===== src/rtl/fifo_dict_multi.sv =====
// fifo_dict_multi: multi-entry compression dictionary FIFO.
// Packs a stream of DATA_WIDTH-bit words into WORDS_PER_ENTRY-word entries,
// held in a NUM_ENTRIES-slot circular buffer. Any slot can be read through a
// registered random-access port.
// Optional build macro FIFO_DICT_NO_OVERWRITE_EN: when defined, a full
// dictionary freezes at an entry boundary instead of replacing the oldest slot.
module fifo_dict_multi #(
  parameter int DATA_WIDTH      = 32,
  parameter int WORDS_PER_ENTRY = 16,
  parameter int NUM_ENTRIES     = 4,
  localparam int ENTRY_WIDTH    = DATA_WIDTH * WORDS_PER_ENTRY,
  localparam int IDXW           = $clog2(NUM_ENTRIES),
  localparam int WCW            = $clog2(WORDS_PER_ENTRY),
  localparam int CNTW           = $clog2(NUM_ENTRIES + 1)
) (
  input  logic                   clk,
  input  logic                   reset,
  input  logic                   wr,
  input  logic [DATA_WIDTH-1:0]  w_data,
  input  logic                   flush,
  input  logic [IDXW-1:0]        rd_idx,
  output logic [ENTRY_WIDTH-1:0] r_data,
  output logic                   r_valid,
  output logic [IDXW-1:0]        wr_entry,
  output logic [WCW-1:0]         word_cnt,
  output logic [CNTW-1:0]        count,
  output logic                   full,
  output logic                   entry_done
);

  logic [WORDS_PER_ENTRY-1:0][DATA_WIDTH-1:0] r_mem [NUM_ENTRIES];
  logic [NUM_ENTRIES-1:0]  r_slot_valid;
  logic [IDXW-1:0]         r_wr_entry;
  logic [WCW-1:0]          r_word_cnt;
  logic [CNTW-1:0]         r_count;
  logic                    r_full;
  logic                    r_entry_done;
  logic [ENTRY_WIDTH-1:0]  r_rdata;
  logic                    r_rvalid;

  logic                    w_first;
  logic                    w_last;
  logic                    w_block;
  logic                    w_accept;
  logic                    w_evict;
  logic [CNTW-1:0]         w_count_nxt;

  assign w_first = (r_word_cnt == '0);
  assign w_last  = (r_word_cnt == WCW'(WORDS_PER_ENTRY - 1));

`ifdef FIFO_DICT_NO_OVERWRITE_EN
  // A full dictionary refuses to start a new entry, so nothing is evicted.
  assign w_block = r_full && w_first;
`else
  assign w_block = 1'b0;
`endif

  // flush wins over wr; reset priority is applied inside the registers.
  assign w_accept = wr && !flush && !w_block;
  // Starting a new entry on a valid slot retires that slot immediately.
  assign w_evict  = w_accept && w_first && r_slot_valid[r_wr_entry];

  // Next occupancy: eviction and completion never coincide (entries have >= 2 words).
  always_comb begin
    w_count_nxt = r_count;
    if (w_evict)
      w_count_nxt = r_count - CNTW'(1);
    else if (w_accept && w_last)
      w_count_nxt = r_count + CNTW'(1);
  end

  // Entry storage: word write only, never cleared by reset or flush.
  always_ff @(posedge clk) begin
    if (!reset && w_accept)
      r_mem[r_wr_entry][r_word_cnt] <= w_data;
  end

  // Control state, status flags and registered read port.
  always_ff @(posedge clk) begin
    if (reset) begin
      r_slot_valid <= '0;
      r_wr_entry   <= '0;
      r_word_cnt   <= '0;
      r_count      <= '0;
      r_full       <= 1'b0;
      r_entry_done <= 1'b0;
      r_rdata      <= '0;
      r_rvalid     <= 1'b0;
    end else begin
      // Non-blocking read sees pre-write contents for a same-slot write.
      r_rdata  <= r_mem[rd_idx];
      r_rvalid <= r_slot_valid[rd_idx];
      if (flush) begin
        r_slot_valid <= '0;
        r_wr_entry   <= '0;
        r_word_cnt   <= '0;
        r_count      <= '0;
        r_full       <= 1'b0;
        r_entry_done <= 1'b0;
      end else begin
        r_entry_done <= w_accept && w_last;
        r_count      <= w_count_nxt;
        r_full       <= (w_count_nxt == CNTW'(NUM_ENTRIES));
        if (w_accept) begin
          r_word_cnt <= r_word_cnt + WCW'(1);
          if (w_evict)
            r_slot_valid[r_wr_entry] <= 1'b0;
          if (w_last) begin
            r_slot_valid[r_wr_entry] <= 1'b1;
            r_wr_entry               <= r_wr_entry + IDXW'(1);
          end
        end
      end
    end
  end

  assign r_data     = r_rdata;
  assign r_valid    = r_rvalid;
  assign wr_entry   = r_wr_entry;
  assign word_cnt   = r_word_cnt;
  assign count      = r_count;
  assign full       = r_full;
  assign entry_done = r_entry_done;

endmodule


===== config.mk =====
export PLATFORM = sky130hd
export DESIGN_NAME = fifo_dict_multi
export DESIGN_NICKNAME = d
export VERILOG_FILES = /design/src/rtl/fifo_dict_multi.sv
export SDC_FILE = /design/constraint.sdc
export NUM_CORES = 2
export LEC_CHECK = 0
export CAP_MARGIN = 20
export CORE_MARGIN = 5
export CORE_UTILIZATION = 60
export CTS_BUF_LIST = sky130_fd_sc_hd__clkbuf_4 sky130_fd_sc_hd__clkbuf_8
export CTS_CLUSTER_DIAMETER = 100
export DETAILED_ROUTE_END_ITERATION = 7
export HOLD_SLACK_MARGIN = 0.05
export PLACE_DENSITY = 0.78
export SYNTH_ARGS = -nofsm -noshare
export SYNTH_HDL_FRONTEND = slang
export SYNTH_SLANG_ARGS = --single-unit

===== constraint.sdc =====
create_clock -name clk -period 7.1 [get_ports clk]
set_input_delay 1.42 -clock clk [delete_from_list [all_inputs] [get_ports clk]]
set_output_delay 1.42 -clock clk [all_outputs]
set_load 0.005 [all_outputs]

# ---- Yosys cells after proc, flatten, opt, wreduce, memory -nomap -nowiden
# Memory sizes are Yosys's and may differ from the RTL's. A register that Yosys moved wholly into a read port is not among the register bits.
# Index checks and enable logic that the tools add are counted.
dict set report op_classes {
  order_cmp 5
  muxes 17
  eq_ne 2
  n_addsub 4
  n_div 0
  n_mul 0
  reduce_logical 12
  bitwise 3
  shifts 0
}
# cell count
set ops {}
lappend ops {{$mux 512} 1}
lappend ops {{$demux 32 s4} 1}
lappend ops {{$mux 32} 1}
lappend ops {{$mux 4} 5}
lappend ops {{$logic_and 1x1->1} 7}
lappend ops {{$lt 2x3->1 const B} 2}
lappend ops {{$mux 3} 2}
lappend ops {{$lt 4x5->1 const B} 1}
lappend ops {{$add 4x1->4 const B} 1}
lappend ops {{$and 4x4->4} 1}
lappend ops {{$bmux 1 s2} 2}
lappend ops {{$eq 4x4->1 const B} 1}
lappend ops {{$ge 4x1->1 const B} 1}
lappend ops {{$logic_not 4->1} 1}
lappend ops {{$mux 1} 4}
lappend ops {{$not 4->4} 1}
lappend ops {{$or 4x4->4} 1}
lappend ops {{$add 3x1->3 const B} 1}
lappend ops {{$eq 3x3->1 const B} 1}
lappend ops {{$sub 3x1->3 const B} 1}
lappend ops {{$add 2x1->2 const B} 1}
lappend ops {{$demux 1 s2} 1}
lappend ops {{$ge 2x1->1 const B} 1}
lappend ops {{$logic_not 1->1} 2}
lappend ops {{other kinds (2)} 2}
dict set report word_totals {
  rom_bits 0
  ff_bits 16
  n_memories 1
  out_inout_bits 524
  wordCells 51
  latchBits 0
  input_bits 38
  mem_bits_rw 2048
}
# name words width read_ports rd_ports_with_merged_regs write_ports line
set memory_table {}
lappend memory_table {r_mem 4 512 1 1 1 31} ;# logic [WORDS_PER_ENTRY-1:0][DATA_WIDTH-1:0] r_mem [NUM_ENTRIES];

# ---- Longest topological paths before layout
dict set report depth {
  word_depth 12
  mapped_depth 6
  mapped_depth_nobuf 5
}

# ---- Least setup slack after synthesis
# No wires, ideal clock.
dict set report synth_path {
  path_kind {input-to-reg}
  from {input port reset}
  to {memory r_mem[0][0] (netlist name), enable pin}
  cell_stages 5
  required_ns 6.708
  path_slack_ns 3.564
  arrival_time_ns 3.144
  n_path_buf 1
  setup_ns 0.392
  path_cell_list {clkbuf_1 > nor3b_1 > nand2_1 > nor3_1 > and2_1}
}
dict set report synth_via {
  elab_chain_len 4
}
# item line
set synth_lines {}
lappend synth_lines {{from (decl)} 17} ;# input logic reset,
lappend synth_lines {{$logic_not 1->1} 74} ;# if (!reset && w_accept)
lappend synth_lines {{$logic_and 1x1->1} 74}
lappend synth_lines {{$mux 1} 74}
lappend synth_lines {{$mux 512 (not written as such)} 75} ;# r_mem[r_wr_entry][r_word_cnt] <= w_data;
lappend synth_lines {{to (decl)} 31}
# Every way passes these cells.

# ---- Worst setup path after layout
dict set report layout_path {
  from {input port wr}
  to {memory r_mem[0][448] (netlist name), enable pin}
}
dict set report layout_via {
  elab_chain_len 4
}
# item line
set layout_lines {}
lappend layout_lines {{from (decl)} 18} ;# input logic wr,
lappend layout_lines {{$logic_and 1x1->1} 59} ;# assign w_accept = wr && !flush && !w_block;
lappend layout_lines {{$logic_and 1x1->1} 74}
lappend layout_lines {{$mux 1} 74}
lappend layout_lines {{$mux 512 (not written as such)} 75}
# Every way passes these cells.

==> reports/qor.csv <==
metric,value,unit
outcome,"complete, no violations",
fin worst setup slack,2.93,ns
cts bufs inserted,394,
fin crit period,4.17,ns
Site Rows,141,
clock slew at reported path FFs,0.07,ns
TNS Setup,0,ns
nets,4876,
Final period util,58.8,%
cell taking the most area after synthesis,edfxtp_1,
Root Buffer,clkbuf_8,
simple-gate share of the synthesized area,4.36,%
Slew @ Worst Pin,1.16,ns
"Slowest-stage cell, CP",nor3b_1,
crit end category,flip-flop,
Hold Path Class,reg2reg,
"critical path fanouts, max",17,
Peak VDD IR,0.000233,V
ys flop type,edfxtp_1,
met2 WL post-DR,101,mm
initial antenna violation count,24,
mux cell area share after synthesis,13.1,%
post-synthesis xor/xnor area fraction,0.0494,%
RSZ-0062 raised after global routing,false,
Compound-Gate Fraction of Synth Area,0.110,%
"worst slack, placed",2.15,ns
Routed WL per cell,29.3,µm
Worst Path Required,7.76,ns
H-tree lvl count,5,
Slew Limit Headroom,22.7,%
Mean Syn Cell Area,22.5,µm²
Post-CTS Setup Bufs,0,
gpl congestion,0.778,
number of DRC markers in iteration 0,5067,
Sequential cell area,72100,µm²
final hold violation count,0,
leading post-synthesis cells by cell area,"edfxtp_1 69%, mux4_2 13%, dfxtp_1 12%, nor2b_1 3.6%, and2_1 0.47%",
WL met1,78.8,mm
"EDFF count, synth",2048,
Initial Util,60.1,%
Final Setup Violations,0,
Synth top area share,69.4,%
vias in the first global route,43400,
remaining routing DRC violations,0,
worst-path cell chain,clkdlybuf4s50_1 > nor3b_1 > nand2_1 > nor2_1 > and2_1 > buf_4,
multi-input logic area,15700,µm²
post-cts hold buffer count,0,
CTS resizes,0,
main combinational cell family by area after synthesis,multiplexers,
Die ar.,155000,µm²
Final Total Pwr,30300,µW
Max Freq,0.240,GHz
DR WL met3,21.9,mm
leakage,0.0347,µW
drt total wl,208,mm
top sig layer,met5,
crit path kind,in2reg,
clock skew,0.0747,ns
Final ANT Viol Nets,0,
sequential-to-total area share from yosys stat,81.4,%
Final Max Slew Viols,0,
Netlist cell types,33,
Syn Inst Count,3937,
commonest cells in the netlist,"2048 x edfxtp_1, 528 x dfxtp_1, 514 x mux4_2, 514 x nor2b_1, 97 x clkbuf_1",
first-pass GRT wire length,299,mm
IO Port Bufs,561,
largest net degree at the start of global routing,109,
# fillers,8250,
placed cells,6362,
fraction of layout cells with a size suffix above 1,26.0,%
overall die width,394,µm
CTS tree,built,
DR vias,42100,
ys async rst share,0,%
GRT overflow,0,
most numerous cell in the Yosys netlist,edfxtp_1,
crit path DAT,4.83,ns
Syn. warnings,0,
Final Non-Filler Cells,7081,
maxcap violations,0,
synthesized cell area,88600,µm²
worst skew pair latency,1.04,ns
First-pass DRT Iterations,5,
syn_nets,3985,
Yosys reg bits,2576,
Die Y-Extent,394,µm
I/O pin cnt,562,
Slowest Stage Delay on Critical Path,0.80,ns
Adder-Cell Fraction of Synth Area,0.141,%
CORE AREA,147000,µm²
Startpoint Class,input port,
GRT Util Overall,26.8,%
CTS Buffer Depth,4,
PD cells,289,nW/µm²
detailed placement HPWL,112,mm
Layout area overhead,18.4,%
vias per inst,5.95,
# clock sinks,2576,
## registers in the layout, indices dropped and copies added (netlist names), named ones only
register / flops
wr_entry: 2
entry_done: 1
r_slot_valid: 3
count: 3
r_data: 512
word_cnt: 4
r_valid: 1
r_mem: 2048
full: 1
## cell type report
cell class / instances / area share [%]
Sequential cell: 2576 / 68.7
Multi-Input combinational cell: 1173 / 15.0
Clock buffer: 597 / 7.06
Timing Repair Buffer: 677 / 6.16
Tap cell: 1930 / 2.30
Clock inverter: 113 / 0.743
Inverter: 6 / 0.0215
Antenna cell: 9 / 0.0215
## cells in the final DEF (no fill, tap or decap), types with 2 or more instances in the layout
cell type	n
a211oi_1	4
bufinv_16	10
nand4_1	2
nand2_1	9
clkinv_1	45
a21oi_1	5
xnor2_1	3
buf_2	30
buf_8	3
dfxtp_1	528
buf_12	9
nand2b_1	2
clkinv_2	52
clkinvlp_4	2
inv_6	3
buf_4	109
nor2_1	20
nand3_1	3
inv_1	6
mux4_2	514
clkbuf_4	130
edfxtp_1	2048
diode_2	9
and2_1	62
clkbuf_8	467
and2_2	4
and3_1	2
clkdlybuf4s50_1	526
ha_1	10
xor2_1	2
nor3_1	6
nor2b_1	514
## metal layers
metal,GRT usage (%),vias up
li1,-,17400
met1,38.2,21700
met2,42.6,2697
met3,5.86,316
met4,8.12,6
met5,0,-
## cells by family after synthesis
group	count (synthesis)
and+or+nand+nor	629
buffers and inverters	188
muxes	515
xor gates and xnor gates	5
DFF	2576
AOI/OAI and AO/OA	14
adders and majority gates	10
## stage by stage
step | utilization [%] | hold slack [ns] | instance area, µm²
floorplan | - | 0.490 | 88600
CTS | 71.2 | 0.540 | 105000
detailed placement | 65.6 | 0.521 | 96700
finish | 71.2 | 0.546 | 105000
global placement | 65.6 | 0.505 | 96700
global route | 71.2 | 0.563 | 105000
## where the power goes
part	internal [µW]	total, µW	switching [µW]
logic	604	1330	728
registers	16400	16500	74.8
clock network	7010	12400	5430
total	24000	30300	6230
## worst max-delay path: cells and delay by family
family / cells / cell delay (ns)
buf+inv: 2 / 1.01
simple gates: 4 / 2.38
## path summary, 6_finish.rpt
path / depth (start not counted) / to / slack, ns / startpoint
worst max-delay path: 6 / r_mem[0][448]$_DFFE_PP_ / 2.93 / wr
worst min-delay path: 2 / count[2]$_SDFF_PP0_ / 0.55 / count[2]$_SDFF_PP0_
worst max register to register: 5 / r_mem[0][448]$_DFFE_PP_ / 4.12 / word_cnt[2]$_SDFFE_PP0N_
worst min register to register: 2 / count[2]$_SDFF_PP0_ / 0.55 / count[2]$_SDFF_PP0_
Note: power is estimated with default switching activity, not from simulation.
